### src/rtl/md_issue_ctrl_if.sv
// md_issue_ctrl_if: E-stage op, datapath and HI/LO signals of the MD issue controller
interface md_issue_ctrl_if;
   logic        op_valid;
   logic [2:0]  op_code;
   logic [31:0] op_a;
   logic [31:0] op_b;
   logic        d_use_md;
   logic [31:0] dp_hi;
   logic [31:0] dp_lo;
   logic        dp_start;
   logic [1:0]  dp_op;
   logic        dp_signed;
   logic [31:0] dp_a;
   logic [31:0] dp_b;
   logic        busy;
   logic        stall_d;
   logic [31:0] hi;
   logic [31:0] lo;
   logic        err;
   modport master (
      output op_valid, op_code, op_a, op_b, d_use_md, dp_hi, dp_lo,
      input  dp_start, dp_op, dp_signed, dp_a, dp_b, busy, stall_d, hi, lo, err
   );
   modport slave (
      input  op_valid, op_code, op_a, op_b, d_use_md, dp_hi, dp_lo,
      output dp_start, dp_op, dp_signed, dp_a, dp_b, busy, stall_d, hi, lo, err
   );
endinterface

### src/rtl/md_issue_ctrl.sv
// md_issue_ctrl: launches the multicycle mult/div datapath, times its latency and owns HI/LO
module md_issue_ctrl #(
   parameter int MUL_CYCLES = 5,
   parameter int DIV_CYCLES = 10,
   parameter int CNT_W      = 4
) (
   input logic            clk,
   input logic            reset,
   md_issue_ctrl_if.slave bus
);
   typedef enum logic {IDLE, RUN} state_t;
   state_t           state;
   logic [CNT_W-1:0] cnt;
   logic             is_md, is_div, accept;
   assign is_md     = bus.op_code != 3'd0 && bus.op_code <= 3'd5;
   assign is_div    = bus.op_code == 3'd3 || bus.op_code == 3'd4;
   assign accept    = state == IDLE && bus.op_valid && is_md;
   assign bus.busy    = state == RUN || accept;
   assign bus.stall_d = bus.busy && bus.d_use_md;
   always_ff @(posedge clk or posedge reset)
      if (reset) begin
         state         <= IDLE;
         cnt           <= '0;
         bus.hi        <= '0;
         bus.lo        <= '0;
         bus.dp_a      <= '0;
         bus.dp_b      <= '0;
         bus.dp_op     <= 2'b00;
         bus.dp_signed <= 1'b0;
         bus.dp_start  <= 1'b0;
         bus.err       <= 1'b0;
      end else begin
         bus.dp_start <= accept;
         if (accept) begin
            bus.dp_a      <= bus.op_a;
            bus.dp_b      <= bus.op_b;
            bus.dp_op     <= is_div ? 2'b10 : bus.op_code == 3'd5 ? 2'b11 : 2'b01;
            // odd codes (MULT, DIV, MADD) are the signed ones
            bus.dp_signed <= bus.op_code[0];
            cnt           <= is_div ? CNT_W'(DIV_CYCLES) : CNT_W'(MUL_CYCLES);
            state         <= RUN;
         end else if (state == IDLE && bus.op_valid && bus.op_code == 3'd6) begin
            bus.hi <= bus.op_a;
         end else if (state == IDLE && bus.op_valid && bus.op_code == 3'd7) begin
            bus.lo <= bus.op_a;
         end else if (state == RUN) begin
            if (bus.op_valid && bus.op_code != 3'd0) bus.err <= 1'b1;
            if (cnt == CNT_W'(1)) begin
               {bus.hi, bus.lo} <= bus.dp_op == 2'b11 ? {bus.hi, bus.lo} + {bus.dp_hi, bus.dp_lo}
                                                      : {bus.dp_hi, bus.dp_lo};
               cnt       <= '0;
               bus.dp_op <= 2'b00;
               state     <= IDLE;
            end else begin
               cnt <= cnt - 1'b1;
            end
         end
      end
endmodule
### src/flat_wrapper.sv
// flat-port wrapper written by rule: the top's interface ports become plain ports
module md_issue_ctrl_flat 
#(
   parameter int MUL_CYCLES = 5,
   parameter int DIV_CYCLES = 10,
   parameter int CNT_W      = 4
)
  (clk, reset, bus_op_valid, bus_op_code, bus_op_a, bus_op_b, bus_d_use_md, bus_dp_hi, bus_dp_lo, bus_dp_start, bus_dp_op, bus_dp_signed, bus_dp_a, bus_dp_b, bus_busy, bus_stall_d, bus_hi, bus_lo, bus_err);
  md_issue_ctrl_if bus_i ();
  input logic clk;
  input logic reset;
  input wire logic [$bits(bus_i.op_valid)-1:0] bus_op_valid;
  input wire logic [$bits(bus_i.op_code)-1:0] bus_op_code;
  input wire logic [$bits(bus_i.op_a)-1:0] bus_op_a;
  input wire logic [$bits(bus_i.op_b)-1:0] bus_op_b;
  input wire logic [$bits(bus_i.d_use_md)-1:0] bus_d_use_md;
  input wire logic [$bits(bus_i.dp_hi)-1:0] bus_dp_hi;
  input wire logic [$bits(bus_i.dp_lo)-1:0] bus_dp_lo;
  output wire logic [$bits(bus_i.dp_start)-1:0] bus_dp_start;
  output wire logic [$bits(bus_i.dp_op)-1:0] bus_dp_op;
  output wire logic [$bits(bus_i.dp_signed)-1:0] bus_dp_signed;
  output wire logic [$bits(bus_i.dp_a)-1:0] bus_dp_a;
  output wire logic [$bits(bus_i.dp_b)-1:0] bus_dp_b;
  output wire logic [$bits(bus_i.busy)-1:0] bus_busy;
  output wire logic [$bits(bus_i.stall_d)-1:0] bus_stall_d;
  output wire logic [$bits(bus_i.hi)-1:0] bus_hi;
  output wire logic [$bits(bus_i.lo)-1:0] bus_lo;
  output wire logic [$bits(bus_i.err)-1:0] bus_err;
  assign bus_i.op_valid = bus_op_valid;
  assign bus_i.op_code = bus_op_code;
  assign bus_i.op_a = bus_op_a;
  assign bus_i.op_b = bus_op_b;
  assign bus_i.d_use_md = bus_d_use_md;
  assign bus_i.dp_hi = bus_dp_hi;
  assign bus_i.dp_lo = bus_dp_lo;
  assign bus_dp_start = bus_i.dp_start;
  assign bus_dp_op = bus_i.dp_op;
  assign bus_dp_signed = bus_i.dp_signed;
  assign bus_dp_a = bus_i.dp_a;
  assign bus_dp_b = bus_i.dp_b;
  assign bus_busy = bus_i.busy;
  assign bus_stall_d = bus_i.stall_d;
  assign bus_hi = bus_i.hi;
  assign bus_lo = bus_i.lo;
  assign bus_err = bus_i.err;
  md_issue_ctrl #(.MUL_CYCLES(MUL_CYCLES), .DIV_CYCLES(DIV_CYCLES), .CNT_W(CNT_W)) u_core (.clk(clk), .reset(reset), .bus(bus_i));
endmodule
### config.mk
export PLATFORM = sky130hd
export DESIGN_NAME = md_issue_ctrl_flat
export DESIGN_NICKNAME = d
export VERILOG_FILES = /design/src/rtl/md_issue_ctrl_if.sv /design/src/rtl/md_issue_ctrl.sv /design/src/flat_wrapper.sv
export SDC_FILE = /design/constraint.sdc
export NUM_CORES = 1
export LEC_CHECK = 0
export ABC_AREA = 1
export CAP_MARGIN = 20
export CORE_ASPECT_RATIO = 1.75
export CORE_UTILIZATION = 53
export CTS_BUF_LIST = sky130_fd_sc_hd__clkbuf_8 sky130_fd_sc_hd__clkbuf_16
export DETAILED_ROUTE_END_ITERATION = 8
export PLACE_DENSITY = 0.81
export SYNTH_ARGS = -nofsm -noshare
export SYNTH_HDL_FRONTEND = slang
export SYNTH_SLANG_ARGS = --single-unit
### constraint.sdc
create_clock -name clk -period 5.7 [get_ports clk]
set_clock_uncertainty 0.2 [all_clocks]
set_input_delay 0.57 -clock clk [delete_from_list [all_inputs] [get_ports clk]]
set_output_delay 0.57 -clock clk [all_outputs]
set_load 0.1 [all_outputs]
* After elaboration in Yosys (flattened, before gate mapping) *
Index checks and enable logic that the tools add are counted.
Widths: inputs -> output; s select.

word-level totals
  logic and storage cells = 75
  ROM bits = 0
  output and inout port bits = 135
  memories kept = 0
  flip-flop bits (word level) = 138
  bits in latches = 0
  memory bits (writable) = 0

operators by class
  divide/modulo/power cells = 0
  add/subtract/negate cells = 2
  shifts and indexed selects = 0
  reduce and logical (&&, ||, !) cells = 22
  $lt $le $gt $ge = 1
  equal/unequal tests = 10
  muxes and demuxes = 26
  bitwise gates (word level) = 4
  multiply operators = 0

operators by type and width
  kind                 number
  $mux 32              7
  $add 64x64->64       1
  $mux 64              1
  $mux 4               6
  $mux 2               7
  $eq 3x3->1 const B   4
  $reduce_and 4->1     3
  $reduce_bool 2->1    6
  $logic_and 1x1->1    7
  $ne 2x1->1 const B   3
  $mux 1               5
  $reduce_and 5->1     1
  $eq 4x1->1 const B   1
  $not 1->1            4
  $sub 4x1->4 const B  1
  $eq 3x2->1 const B   1
  $le 3x3->1 const B   1
  $reduce_and 3->1     1
  $reduce_bool 3->1    1
  $eq 2x2->1 const B   1
  $logic_or 1x1->1     2
  $reduce_and 2->1     1

* Logic depth before layout (Yosys ltp) *
  depth after elaboration = 6
  gate-level depth with buffers = 15
  depth with buffers taken out = 15

* Least setup slack after synthesis *
OpenSTA, ideal clock, no wires.

  kind = input-to-output
  start point = in bus_op_valid
  end point = out bus_stall_d
  slack = 2580 ps
  arrival time = 2350 ps
  cell stages on the path = 6
  data required time = 4930 ps
  cell sequence = nand2_1 -> a21oi_1 -> inv_1 -> nor2_4 -> nor2_1 -> nor2_1

between the ends
  longest elaborated chain between the ends = 4

ends and longest elaborated chain
  element                         RTL line             source
  start: declaration              flat_wrapper.sv:12   input wire logic [$bits(bus_i.op_valid)-1:0] bus_op_valid;
  $logic_and 1x1->1 (2 in a row)  md_issue_ctrl.sv:17  assign accept = state == IDLE && bus.op_valid && is_md;
  $logic_or 1x1->1                md_issue_ctrl.sv:18  assign bus.busy = state == RUN || accept;
  $logic_and 1x1->1               md_issue_ctrl.sv:19  assign bus.stall_d = bus.busy && bus.d_use_md;
  end: declaration                flat_wrapper.sv:25   output wire logic [$bits(bus_i.stall_d)-1:0] bus_stall_d;

No other way between the ends.

* Worst setup path after layout *
  start point = in bus_op_code[0]
  end point = out bus_busy

between the ends
  longest elaborated chain between the ends = 4

ends and longest elaborated chain
  element                                          RTL line             source
  start: declaration                               flat_wrapper.sv:13   input wire logic [$bits(bus_i.op_code)-1:0] bus_op_code;
  $le 3x3->1 or $reduce_bool 3->1 (tied branches)  md_issue_ctrl.sv:15  assign is_md = bus.op_code != 3'd0 && bus.op_code <= 3'd5;
  $logic_and 1x1->1 *                              md_issue_ctrl.sv:15
  $logic_and 1x1->1 *                              md_issue_ctrl.sv:17
  $logic_or 1x1->1 *                               md_issue_ctrl.sv:18
  end: declaration                                 flat_wrapper.sv:24   output wire logic [$bits(bus_i.busy)-1:0] bus_busy;

Every way passes the cells marked *; elsewhere a longest branch is shown, timed or not.

==> impl_metrics.csv <==
group,metric,value,unit
critical_path,worst_path_largest_cell_delay,0.99,ns
critical_path,worst_setup_path_end_kind,"primary output",
sta,layout_min_cycle_time,3.712,ns
sta,finalSetupTns,0,ns
yosys,yosys.area_share.xor_xnor,0.02166,
detailed_routing,post-route-drc-count,0,
cts,post_cts_resized,0,
critical_path,type_of_origin_of_the_critical_path,"input pin",
global_route,grt_start_max_net_pins,99,
yosys,synthMuxAreaShare,0,
critical_path,cp_max_stage_cell,"sky130_fd_sc_hd__clkdlybuf4s50_1",
cts,cts_max_level,4,
sta,max_freq,0.2694,GHz
placed_design,hpwlAfterDp,40910,microns
sta,timing_worst_slew_pin_value,1.070,ns
critical_path,cpMostUsedCell,"sky130_fd_sc_hd__clkdlybuf4s50_1",
detailed_routing,dr_total_vias,14382,
yosys,synth_edf_count,0,
cts,cts_tree,"yes",
yosys,synth.yosys.seq_area_share,0.2755,
cts,clk_root_buffer_cell,"sky130_fd_sc_hd__clkbuf_16",
detailed_routing,post_route_wl,50710,microns
global_route,groute.usage.overall,0.4304,
cts,worst_skew_pair_later_pin_latency,0.46,ns
sta,timing.final.setup_violations,0,
detailed_routing,drt_pass1_iterations,5,
yosys,synth_top_family_by_area,"simple AND/OR/NAND/NOR gates",
placed_design,preCtsSetupSlack,2.009,ns
critical_path,critPathKind,"in -> out",
critical_path,critPathArrivalTime,2.94,ns
cts,buffer_levels_on_the_longest_clock_path,2,
yosys,netlist_instances,2153,
die,floorplan.core_area,23240,sq um
sta,max_slew_headroom_at_the_worst_pin,0.2844,
detailed_routing,average_wire_per_standard_cell,18.66,microns
final_layout,drive_above_1_share,0.05019,
cts,post_cts_hold_buffer_count,0,
sta,endpoints_failing_hold,0,
final_layout,area_delta_synth_final,28.37,%
die,dieArea,24290,sq um
global_route,global_route.overflow_total,0,
cts,cts_sinks,138,
global_route,antenna_found_initial,3,
run_status,run_status,"finished, final reports clean",
detailed_routing,drt_iter0_drc,1132,
yosys,synthSimpleGateAreaFrac,0.3886,
sta,maxSlewViolCount,0,
cts,clkSlewWorstSetupHoldPaths,0.06,ns
critical_path,crit_buf_inv,3,
sta,rsz0062_at_grt,"false",
yosys,syn-num-nets,2354,
placed_design,post-place-cells,2684,
detailed_routing,route.detailed.vias_per_inst,5.293,
critical_path,cp.required,4.93,ns
yosys,post_synth_adder_cell_area,0.06649,
yosys,per_instance_average_area_after_synthesis,5.821,sq um
cts,tritoncts.num_buffers,17,
die,boundaryPins,270,
yosys,synth_cell_types,35,
cts,post_cts_buffers,0,
run,drv.max_cap_violation_count,0,
sta,final_min_period_over_clock_period,0.6511,
placed_design,globalplace.congestion,1.031,
final_layout,fin_util,0.6923,
global_route,global_route_wire_length_before_repair,77760,microns
sta,layout_setup_ws,1.988,ns
yosys,async_reset_ff_frac,1.000,
die,floorplan.rows,74,
die,die_w,118.2,microns
critical_path,cp_cell_sequence,"clkdlybuf4s50_1 -> nor3_1 -> nor2_4 -> nor2_1 -> inv_1 -> clkdlybuf4s50_1",
yosys,synth-compound-area-share,0.1042,
yosys,synth-warning-count,0,
hold_path,hp-class,"reg -> reg",
critical_path,cp_top_family,"buffers and inverters",
final_layout,layout.cells.non_filler,2717,
critical_path,crit_path_max_fanout,5,
yosys,post_syn_area,12530,sq um
placed_design,count_of_buffers_from_port_buffering,269,
die,die_height,205.4,microns
yosys,ys_dominant_reg_cell,"sky130_fd_sc_hd__dfrtp_1",
global_route,vias_in_the_first_global_route,14437,
yosys,synth-seq-cells,138,
die,floorplan.initialDensity,0.5393,
final_layout,post_layout_net_count,2600,
detailed_routing,final_antenna_net_count,0,
critical_path,ff2ff_setup_slack,2.54,ns
-- per-layer routing --
metal / global-route usage / wire length (microns)
met2: 0.7477 / 24720
met5: 0 / 31
met3: 0.08176 / 3219
met4: 0.4533 / 5930
met1: 0.4136 / 16810
-- worst register-to-register path: cells and delay by family, from the launching register on --
kind            cells  cell delay (ns)
compound gates      2             0.30
buf+inv             5             0.91
flops               1             0.42
simple gates        4             1.19
-- registers in the layout, summed over array words and instances (netlist names), 2 cells and up --
signal,flops
u_core.bus.dp_op,2
u_core.bus.dp_a,32
u_core.bus.lo,32
u_core.bus.hi,32
u_core.cnt,4
u_core.bus.dp_b,32
-- cells in the final DEF, fill, tap and decap left out, types with 5 or more instances in the layout --
| master | count |
|---|---|
| sky130_fd_sc_hd__nand2_1 | 782 |
| sky130_fd_sc_hd__inv_1 | 406 |
| sky130_fd_sc_hd__clkdlybuf4s50_1 | 269 |
| sky130_fd_sc_hd__nor2_1 | 264 |
| sky130_fd_sc_hd__dfrtp_1 | 138 |
| sky130_fd_sc_hd__o21ai_0 | 113 |
| sky130_fd_sc_hd__a21oi_1 | 88 |
| sky130_fd_sc_hd__nand3_1 | 70 |
| sky130_fd_sc_hd__ha_1 | 65 |
| sky130_fd_sc_hd__nand2_2 | 27 |
| sky130_fd_sc_hd__xor2_1 | 20 |
| sky130_fd_sc_hd__nor2_2 | 18 |
| sky130_fd_sc_hd__clkbuf_16 | 17 |
| sky130_fd_sc_hd__o21ai_1 | 14 |
| sky130_fd_sc_hd__inv_2 | 12 |
| sky130_fd_sc_hd__nor3_1 | 12 |
| sky130_fd_sc_hd__xnor2_1 | 11 |
| sky130_fd_sc_hd__nand3_2 | 9 |
| sky130_fd_sc_hd__o211ai_1 | 9 |
| sky130_fd_sc_hd__a31oi_1 | 9 |
| sky130_fd_sc_hd__nand4_1 | 8 |
| sky130_fd_sc_hd__inv_6 | 8 |
| sky130_fd_sc_hd__buf_4 | 8 |
| sky130_fd_sc_hd__a21oi_2 | 5 |
-- cell usage after synthesis, types with 14 or more instances --
master                     number  share of area
sky130_fd_sc_hd__a21oi_1       88          0.035
sky130_fd_sc_hd__buf_2         21         0.0084
sky130_fd_sc_hd__clkbuf_1      27         0.0081
sky130_fd_sc_hd__dfrtp_1      138           0.28
sky130_fd_sc_hd__ha_1          65          0.065
sky130_fd_sc_hd__inv_1        406           0.12
sky130_fd_sc_hd__nand2_1      782           0.23
sky130_fd_sc_hd__nand2_2       27          0.013
sky130_fd_sc_hd__nand3_1       70          0.028
sky130_fd_sc_hd__nor2_1       265          0.079
sky130_fd_sc_hd__nor2_2        17         0.0085
sky130_fd_sc_hd__o21ai_0      113          0.045
sky130_fd_sc_hd__o21ai_1       14         0.0056
sky130_fd_sc_hd__xor2_1        20          0.014
-- through the flow --
stage | hold slack, ns | cell area, sq um
3_3_place_gp | 0.2543 | 15480
6_report | 0.2691 | 16090
5_1_grt | 0.2942 | 16080
2_1_floorplan | 0.3331 | 12530
4_1_cts | 0.2738 | 16080
3_5_place_dp | 0.2584 | 15480
-- cells by family after synthesis --
group / Yosys count
and+or+nand+nor: 1200
buffers and inverters: 472
AOI/OAI and AO/OA: 246
DFF: 138
adders and majority gates: 66
xor gates and xnor gates: 31
-- worst paths after layout --
kind,startpoint,end,cells after the start
min in group asynchronous,reset,u_core.bus.dp_b[28],2
max reg2reg,u_core.state,u_core.bus.hi[18],11
max,bus_op_code[0],bus_busy,6
min,u_core.bus.dp_b[15],u_core.bus.dp_b[15],2
max in group asynchronous,reset,u_core.bus.lo[29],3
min reg2reg,u_core.bus.dp_b[15],u_core.bus.dp_b[15],2
-- area by class of cell --
class | instances | area, sq um
tap | 304 | 380.4
clock inverter | 14 | 182.7
fill | 2101 | 7151
clock buffer | 17 | 425.4
multi-input combinational | 1543 | 7284
inverter | 421 | 1585
sequential | 138 | 3453
timing repair buffer | 278 | 2773
antenna | 2 | 5.005
Power is left out: the tool's default activity adds up to more than one toggle a clock period on the data nets, which glitch-free logic cannot reach.
